### src/rtl/rx_frame_sequencer_if.sv
// Valid/ready stream bundle used for the frame input and the decoded-data output.
interface rx_frame_sequencer_if #(
  parameter int unsigned WIDTH = 8
) ();
  logic             valid;
  logic             ready;
  logic [WIDTH-1:0] data;

  modport master (output valid, output data, input ready);
  modport slave  (input valid, input data, output ready);
endinterface

### src/rtl/rx_frame_sequencer.sv
// LiFi receive-chain control: sequences CRC decode then Hadamard/PAM receive
// for one frame at a time, drops CRC failures and hung stages, and keeps
// saturating status counters.
module rx_frame_sequencer #(
  parameter int unsigned INPUT_BITS      = 20,
  parameter int unsigned CRC_OUTPUT_BITS = INPUT_BITS - 4,
  parameter int unsigned OUT_BITS        = 6,
  parameter int unsigned TIMEOUT_CYCLES  = 64,
  parameter int unsigned CNT_BITS        = 16
) (
  input  logic                       clk,
  input  logic                       reset,
  rx_frame_sequencer_if.slave        in_if,
  output logic                       crc_start,
  output logic [INPUT_BITS-1:0]      crc_data,
  input  logic                       crc_done,
  input  logic                       crc_pass,
  input  logic [CRC_OUTPUT_BITS-1:0] crc_payload,
  output logic                       rx_en,
  output logic [CRC_OUTPUT_BITS-1:0] rx_data,
  input  logic                       rx_done,
  input  logic [OUT_BITS-1:0]        rx_result,
  rx_frame_sequencer_if.master       out_if,
  output logic [CNT_BITS-1:0]        frame_cnt,
  output logic [CNT_BITS-1:0]        crc_err_cnt,
  output logic [CNT_BITS-1:0]        timeout_cnt,
  output logic                       busy
);

  localparam logic [1:0] IDLE     = 2'd0;
  localparam logic [1:0] CRC_RUN  = 2'd1;
  localparam logic [1:0] RX_RUN   = 2'd2;
  localparam logic [1:0] OUT_HOLD = 2'd3;

  localparam int unsigned TMR_BITS = (TIMEOUT_CYCLES > 2) ? $clog2(TIMEOUT_CYCLES) : 1;
  localparam logic [TMR_BITS-1:0] TMR_LAST = TMR_BITS'(TIMEOUT_CYCLES - 1);

  logic [1:0]          state;
  logic [TMR_BITS-1:0] timer;
  logic [OUT_BITS-1:0] out_data_q;
  logic                expired;

  // Stage run levels and handshakes are pure state decodes, so no input reaches an output.
  always_comb begin
    in_if.ready  = (state == IDLE);
    crc_start    = (state == CRC_RUN);
    rx_en        = (state == RX_RUN);
    out_if.valid = (state == OUT_HOLD);
    out_if.data  = out_data_q;
    busy         = (state != IDLE);
    expired      = (timer == TMR_LAST);
  end

  // Frame sequencing, stage timer and saturating counters.
  always_ff @(posedge clk or posedge reset) begin
    if (reset) begin
      state       <= IDLE;
      timer       <= '0;
      crc_data    <= '0;
      rx_data     <= '0;
      out_data_q  <= '0;
      frame_cnt   <= '0;
      crc_err_cnt <= '0;
      timeout_cnt <= '0;
    end else begin
      case (state)
        IDLE: begin
          if (in_if.valid) begin
            crc_data <= in_if.data;
            timer    <= '0;
            state    <= CRC_RUN;
          end
        end
        CRC_RUN: begin
          // A done on the expiry cycle takes priority over the timeout.
          if (crc_done) begin
            if (crc_pass) begin
              rx_data <= crc_payload;
              timer   <= '0;
              state   <= RX_RUN;
            end else begin
              if (crc_err_cnt != '1) crc_err_cnt <= crc_err_cnt + 1'b1;
              state <= IDLE;
            end
          end else if (expired) begin
            if (timeout_cnt != '1) timeout_cnt <= timeout_cnt + 1'b1;
            state <= IDLE;
          end else begin
            timer <= timer + 1'b1;
          end
        end
        RX_RUN: begin
          if (rx_done) begin
            out_data_q <= rx_result;
            state      <= OUT_HOLD;
          end else if (expired) begin
            if (timeout_cnt != '1) timeout_cnt <= timeout_cnt + 1'b1;
            state <= IDLE;
          end else begin
            timer <= timer + 1'b1;
          end
        end
        OUT_HOLD: begin
          if (out_if.ready) begin
            if (frame_cnt != '1) frame_cnt <= frame_cnt + 1'b1;
            state <= IDLE;
          end
        end
        default: state <= IDLE;
      endcase
    end
  end

endmodule

### src/flat_wrapper.sv
// flat-port wrapper written by rule: the top's interface ports become plain ports
module rx_frame_sequencer_flat 
#(
  parameter int unsigned INPUT_BITS      = 20,
  parameter int unsigned CRC_OUTPUT_BITS = INPUT_BITS - 4,
  parameter int unsigned OUT_BITS        = 6,
  parameter int unsigned TIMEOUT_CYCLES  = 64,
  parameter int unsigned CNT_BITS        = 16
)
  (clk, reset, crc_start, crc_data, crc_done, crc_pass, crc_payload, rx_en, rx_data, rx_done, rx_result, frame_cnt, crc_err_cnt, timeout_cnt, busy, in_if_valid, in_if_data, in_if_ready, out_if_valid, out_if_data, out_if_ready);
  rx_frame_sequencer_if #(.WIDTH(20)) in_if_i ();
  rx_frame_sequencer_if #(.WIDTH(6)) out_if_i ();
  input  logic clk;
  input  logic reset;
  output logic crc_start;
  output logic [INPUT_BITS-1:0] crc_data;
  input  logic crc_done;
  input  logic crc_pass;
  input  logic [CRC_OUTPUT_BITS-1:0] crc_payload;
  output logic rx_en;
  output logic [CRC_OUTPUT_BITS-1:0] rx_data;
  input  logic rx_done;
  input  logic [OUT_BITS-1:0] rx_result;
  output logic [CNT_BITS-1:0] frame_cnt;
  output logic [CNT_BITS-1:0] crc_err_cnt;
  output logic [CNT_BITS-1:0] timeout_cnt;
  output logic busy;
  input wire logic [$bits(in_if_i.valid)-1:0] in_if_valid;
  input wire logic [$bits(in_if_i.data)-1:0] in_if_data;
  output wire logic [$bits(in_if_i.ready)-1:0] in_if_ready;
  output wire logic [$bits(out_if_i.valid)-1:0] out_if_valid;
  output wire logic [$bits(out_if_i.data)-1:0] out_if_data;
  input wire logic [$bits(out_if_i.ready)-1:0] out_if_ready;
  assign in_if_i.valid = in_if_valid;
  assign in_if_i.data = in_if_data;
  assign in_if_ready = in_if_i.ready;
  assign out_if_valid = out_if_i.valid;
  assign out_if_data = out_if_i.data;
  assign out_if_i.ready = out_if_ready;
  rx_frame_sequencer #(.INPUT_BITS(INPUT_BITS), .CRC_OUTPUT_BITS(CRC_OUTPUT_BITS), .OUT_BITS(OUT_BITS), .TIMEOUT_CYCLES(TIMEOUT_CYCLES), .CNT_BITS(CNT_BITS)) u_core (.clk(clk), .reset(reset), .in_if(in_if_i), .crc_start(crc_start), .crc_data(crc_data), .crc_done(crc_done), .crc_pass(crc_pass), .crc_payload(crc_payload), .rx_en(rx_en), .rx_data(rx_data), .rx_done(rx_done), .rx_result(rx_result), .out_if(out_if_i), .frame_cnt(frame_cnt), .crc_err_cnt(crc_err_cnt), .timeout_cnt(timeout_cnt), .busy(busy));
endmodule
### config.mk
export PLATFORM = sky130hd
export DESIGN_NAME = rx_frame_sequencer_flat
export DESIGN_NICKNAME = d
export VERILOG_FILES = /design/src/rtl/rx_frame_sequencer_if.sv /design/src/rtl/rx_frame_sequencer.sv /design/src/flat_wrapper.sv
export SDC_FILE = /design/constraint.sdc
export NUM_CORES = 1
export LEC_CHECK = 0
export CAP_MARGIN = 5
export CORE_AREA = 2 2 101 103
export CTS_CLUSTER_DIAMETER = 50
export CTS_CLUSTER_SIZE = 24
export DETAILED_ROUTE_END_ITERATION = 7
export DIE_AREA = 0 0 103 105
export MAX_ROUTING_LAYER = met4
export PLACE_DENSITY_LB_ADDON = 0.3
export SLEW_MARGIN = 20
export SYNTH_ARGS = -nofsm -noshare
export SYNTH_HDL_FRONTEND = slang
export SYNTH_SLANG_ARGS = --single-unit
### constraint.sdc
create_clock -name clk -period 3.3 [get_ports clk]
set_clock_uncertainty 0.15 [all_clocks]
set_input_delay 0.33 -clock clk [delete_from_list [all_inputs] [get_ports clk]]
set_output_delay 0.33 -clock clk [all_outputs]
set_load 0.05 [all_outputs]
* After elaboration in Yosys (flattened, before gate mapping)
Index checks and enable logic that the tools add are counted. W data, S select, Z words.
Cells by class: add/sub/neg operators 4, eq/ne operators 12, mux-type cells 18, bitwise operators 1, reductions and logical operators 12
Operators with widths (number):
- $mux W16 | 4
- $add A16 B1 Y16 const B | 3
- $ne A16 B16 Y1 const B | 3
- $pmux W16 S2 | 1
- $mux W6 | 5
- $pmux W6 S3 | 1
- $mux W2 | 6
- $reduce_and A3 Y1 | 3
- $pmux W2 S4 | 1
- $reduce_and A4 Y1 | 2
- $add A6 B1 Y6 const B | 1
- $eq A6 B6 Y1 const B | 1
- $ne A2 B2 Y1 const B | 3
- $reduce_and A2 Y1 | 3
- $eq A2 B2 Y1 const B | 2
- $reduce_bool A2 Y1 | 2
- $ne A3 B2 Y1 const B | 1
- $reduce_bool A3 Y1 | 1
- $eq A2 B1 Y1 const B | 1
- $logic_not A2 Y1 | 1
- $ne A2 B1 Y1 const B | 1
- $not A1 Y1 | 1
Storage, ports and cells: register bits after elaboration 98, bits of input ports 49, output and inout bits 95

* Longest topological paths before layout
depth in word-level cells 5, depth in mapped cells 8, mapped depth without buffers 7

* Worst setup path after synthesis
No wires, ideal clock.
kind reg2reg, from register u_core.state[0], to register u_core.timer[0], setup time 0.125 ns, data arrival time 2.222 ns, required time 3.025 ns, setup slack 0.803 ns, cell stages (with the launch flop) 8, buffers on the path 0, clock period less this slack 2.497 ns, cell sequence dfrtp_1 inv_1 ha_1 inv_1 nor2_1 nor4_4 and3_1 mux2_2
On the way: cells in the longest elaborated chain, start to end 3, elaborated cells on any way between the ends 9, those cells by class eq/ne (5); mux (1); reduce/logical (3)
Ends and longest elaborated chain:
- start: declaration | line rx_frame_sequencer.sv:38 | logic [1:0] state;
- start signal: assignment | line rx_frame_sequencer.sv:57 | state <= IDLE;
- start signal: assignment | line rx_frame_sequencer.sv:71 | state <= CRC_RUN;
- start signal: assignment | line rx_frame_sequencer.sv:80 | state <= RX_RUN;
- $logic_not A2 Y1 *
- net in_if_ready | line flat_wrapper.sv:30 | output wire logic [$bits(in_if_i.ready)-1:0] in_if_ready;
- $ne A2 B2 Y1 (no line) / $reduce_bool A3 Y1 (equally long branches)
- $reduce_and A4 Y1 (no line)
- end signal: assignment | line rx_frame_sequencer.sv:89 | timer <= timer + 1'b1;
- end signal: assignment | line rx_frame_sequencer.sv:100 | timer <= timer + 1'b1;
- end: declaration | line rx_frame_sequencer.sv:39 | logic [TMR_BITS-1:0] timer;
Mark *: on every way through the listed nets, which the timed path passes. The rest lies on a longest branch. A chain may end at the register's enable or synchronous reset.

* Final worst setup path
from register u_core.state[0], to output port busy
On the way: cells in the longest elaborated chain, start to end 1
Ends and longest elaborated chain:
- $reduce_bool A2 Y1 | line rx_frame_sequencer.sv:50 | busy = (state != IDLE);
- end: declaration | line flat_wrapper.sv:27 | output logic busy;
No other way between the ends.

==> results by stage <==
Floorplan:
- The initialized floorplan defines 36 standard-cell rows.
- In this run the vertical extent of the chip is 105 um.
- The die footprint is 10820 um2.
- The region available for standard cell placement spans 9639 um2.
- In this run the count of I/O pins placed on the die edge is 144.
- Measured along the x axis, the die boundary spans 103 um.
- The initial standard-cell utilization of the core is 45.66%.

Critical path:
- STA classifies the critical path endpoint as a primary output.
- The slowest stage of the critical path belongs to the cell sky130_fd_sc_hd__clkdlybuf4s50_1.
- The critical register-to-register path startpoint is u_core.state[0].
- Data on the critical path arrives at its endpoint at 2.04 ns.
- The worst reg-to-reg path cell count is 6.
- The required time at the worst-slack endpoint is 2.82 ns.
- The critical path goes through inv_1 -> ha_1 -> inv_1 -> clkdlybuf4s50_1.
- The highest fanout seen on the critical path is 5.
- The critical path is of the reg2out type.
- STA classifies the critical path startpoint as a flip-flop.
- The capturing point of the worst reg2reg path is u_core.timer[0].
- In this run the number of cells on the critical path is 4.
- The register-to-register setup slack is 1.02 ns.
- The critical path ends at busy.
- In this run the worst setup path begins at u_core.state[0].
- The family with the most delay on the worst path is buffers and inverters.
- The number of buffers and inverters on the critical path is 3.
- On the worst path, the slowest cell contributes a delay of 0.84 ns.
- Counting stages on the worst path, the most repeated cell is sky130_fd_sc_hd__inv_1.

STA:
- The max-slew violation count is 0.
- The maximum clock frequency is 396.1 MHz.
- Setup violations remaining at the end of the flow were counted as 0.
- For the finished layout, the period the worst path requires is 2.525 ns.
- Setup slack on the critical path of the routed design comes to 0.7752 ns.
- The total negative slack for setup checks is 0 ns.
- The headroom to the max-slew limit is 43.86%.
- The post-route clock period utilization is 76.51%.
- Setup repair after global routing left no endpoint under its margin.
- The hold violation total from the final report is 0.
- The transition time at the pin with the least slew margin is 0.8401 ns.

Clock network:
- Buffers inserted to repair hold after CTS numbered 0.
- The total clock sinks is 98.
- Counting the buffers created by CTS gives 9.
- The root buffer cell is sky130_fd_sc_hd__clkbuf_8.
- The clock tree from TritonCTS is yes.
- In this run the number of H-tree levels came out at 3.
- After clock tree synthesis, the setup repair step added 0 buffers.
- Once the clock tree was built, the resizer swapped 0 gates to a different size.
- The longest clock path from root to sink contains 2 buffers.
- The clock-pin transition on the worst setup and hold timing paths is 0.10 ns.
- The clock latency of the later-clocked register in the worst-skew pair is 0.36 ns.

Final layout:
- The share of layout cells above drive strength 1 is 14.04%.
- The number of nets in the final layout is 572.
- The area growth from synthesis to layout is 40.53%.
- The antenna diode instance count is 0.
- The count of cells in the finished layout, fillers not included, comes to 653.

Flow run:
- Max-cap violations in this run came to 0.

Status:
- The flow ran to the end, and the final reports show no timing, DRC or antenna violations.

Synth:
- For this run, the register share of the synthesized area comes to 55.71%.
- The number of enable-type register cells in the synthesized netlist is 0.
- Counting every net in the synthesized netlist gives 421.
- The number of instances in the synthesized netlist is 364.
- The prevailing post-synth register cell is sky130_fd_sc_hd__dfrtp_1.
- For this run, asynchronously set or reset flops after synthesis account for 100.0%.
- The count of different cell masters after synthesis is 41.
- During synthesis, Yosys emitted a total of 0 warnings.
- Summing every instance area after synthesis gives 4402 um2.
- Counting flops and latches in the post-synthesis netlist gives 98.
- The mean cell area of the mapped netlist is 12.09 um2.

Placed design:
- The post-DP HPWL is 7.288 mm.
- The number of placed cells counting well taps is 637.
- The total of buffers placed on input and output ports is 143.
- The congestion estimate from routability-driven global placement came to 0.8589.
- The pre-CTS worst setup slack is 0.9399 ns.

Global routing:
- Entering global routing, the biggest net connects 59 pins.
- The number of global-route vias before repair came to 3319.
- The wire length of the first global-routing pass is 15.82 mm.
- Across every metal layer, demand over resource in global routing totals 18.91%.
- The number of antenna violations at the first check in global routing came to 0.
- The remaining global-route overflow is 0.

Routing:
- For this run, design rule violations remaining after detail routing come to 0.
- Across all layers, the routed design uses 3330 vias.
- The routed design has 9.737 mm of wire.
- The wire length per cell after detailed routing is 14.91 um.
- The residual antenna-violating net count after detailed routing is 0.
- The first TritonRoute pass finished after 4 iterations.
- The number of DRC violations after detailed-routing iteration 0 is 126.
- The detailed-route vias per instance is 5.100.

Min path:
- The path category of the worst min-delay check is in2async.

Power:
- The static leakage power is 2.714 nW.
- The areal power density over the cells is 824.2 nW/um2.
- The maximum ir drop on the vdd rail is 681.4 uV.
## flip-flops by register name (all words and copies together), names as in the netlist
register and flops:
u_core.frame_cnt 16, u_core.crc_data 20, u_core.state 2, u_core.out_if.data 6
u_core.timer 6, u_core.timeout_cnt 16, u_core.rx_data 16, u_core.crc_err_cnt 16
## per-layer routing
metal | routed length (um) | vias to the layer above | track usage (%)
met3 | 592 | 8 | 3.946
met1 | 4174 | 1641 | 24.57
met2 | 4872 | 86 | 30.38
met4 | 97 | 0 | 4.511
met5 | 0 | - | -
li1 | - | 1595 | -
## metrics by stage
step	instance area (um2)	power (mW)	hold WS, ns	utilization (%)
finish	6186	5.098	0.2027	64.17
global route	6186	5.343	0.2564	64.17
CTS	6186	5.157	0.2171	64.17
detailed placement	6006	4.432	0.3336	62.31
global placement	6006	4.376	0.3325	62.31
floorplan	4402	3.519	0.3306	-
## worst register-to-register path, cell delays in order, from the launching register on
cell                      delay [ns]
sky130_fd_sc_hd__dfrtp_1        0.42
sky130_fd_sc_hd__inv_1          0.08
sky130_fd_sc_hd__ha_1           0.26
sky130_fd_sc_hd__and2_1         0.31
sky130_fd_sc_hd__nor4_4         0.55
sky130_fd_sc_hd__nand2_1        0.12
sky130_fd_sc_hd__mux2_2         0.28
## cells in the mapped netlist, types with 2 or more instances
cell | count | area share [%]
sky130_fd_sc_hd__xnor2_1 | 18 | 3.6
sky130_fd_sc_hd__nand4_2 | 2 | 0.57
sky130_fd_sc_hd__xor2_1 | 26 | 5.2
sky130_fd_sc_hd__nor2b_1 | 2 | 0.28
sky130_fd_sc_hd__nor2_1 | 19 | 1.6
sky130_fd_sc_hd__nor3_1 | 11 | 1.3
sky130_fd_sc_hd__nand2_1 | 28 | 2.4
sky130_fd_sc_hd__nand3b_1 | 2 | 0.34
sky130_fd_sc_hd__and2_1 | 4 | 0.57
sky130_fd_sc_hd__and3_1 | 10 | 1.4
sky130_fd_sc_hd__and4_1 | 7 | 1.4
sky130_fd_sc_hd__dfrtp_1 | 98 | 56
sky130_fd_sc_hd__clkbuf_1 | 3 | 0.26
sky130_fd_sc_hd__inv_1 | 10 | 0.85
sky130_fd_sc_hd__o21a_1 | 2 | 0.34
sky130_fd_sc_hd__nand4_1 | 10 | 1.4
sky130_fd_sc_hd__a21oi_1 | 11 | 1.3
sky130_fd_sc_hd__o21ai_0 | 4 | 0.45
sky130_fd_sc_hd__ha_1 | 8 | 2.3
sky130_fd_sc_hd__nand3_1 | 19 | 2.2
sky130_fd_sc_hd__or3_4 | 3 | 0.77
sky130_fd_sc_hd__nor4_1 | 4 | 0.57
sky130_fd_sc_hd__mux2_2 | 45 | 12
## power by group
group          internal, mW  leakage, nW  switching [mW]
clock                 0.295       0.0882           0.415
sequential             1.52         1.26           0.216
combinational         0.970         1.36            1.68
## worst min path at each step
stage	cells past startpoint	slack [ns]	to	start
floorplan	1	0.33	u_core.crc_data[0]	in_if_data[0]
global placement	1	0.33	u_core.frame_cnt[15]	u_core.frame_cnt[15]
detailed placement	1	0.33	u_core.timeout_cnt[15]	u_core.timeout_cnt[15]
CTS	2	0.22	u_core.rx_data[13]	reset
global route	2	0.26	u_core.rx_data[13]	reset
finish	2	0.20	u_core.rx_data[5]	reset
## cell usage in the layout (no fill, tap or decap), drive strengths merged, types with 4 or more instances in the layout
cell type / synthesis / layout
and3: 10 / 10
xnor2: 18 / 18
nand3: 19 / 19
clkinv: 0 / 4
and2: 4 / 4
xor2: 26 / 26
or3: 4 / 4
mux2: 46 / 46
dfrtp: 98 / 98
nor2: 20 / 20
ha: 8 / 8
o21ai: 5 / 5
nor4: 5 / 5
clkbuf: 3 / 10
nand2: 28 / 28
clkdlybuf4s50: 0 / 143
a21oi: 11 / 11
inv: 10 / 10
and4: 7 / 7
nand4: 12 / 12
nor3: 11 / 11
## final cells by class
| type | instances | area (um2) |
|---|---|---|
| well taps | 133 | 166.4 |
| fillers | 806 | 3453 |
| repair buffers | 144 | 1451 |
| clock buffers | 10 | 137.6 |
| flip-flops and latches | 98 | 2452 |
| multi-input cells | 252 | 1896 |
| inverters | 10 | 40.04 |
| clock inverters | 6 | 42.54 |
## cells by family (layout without fill, tap and decap cells)
family                     after synthesis  after routing  share of synthesized area (%)
AOI/OAI and AO/OA                       27             27                          4.236
xor gates and xnor gates                44             44                          8.755
adders and majority gates                8              8                          2.274
buffers and inverters                   14            170                          1.222
DFF                                     98             98                          55.71
muxes                                   46             46                          11.77
and+or+nand+nor                        127            127                          16.03
(Power assumes the default switching activity.)
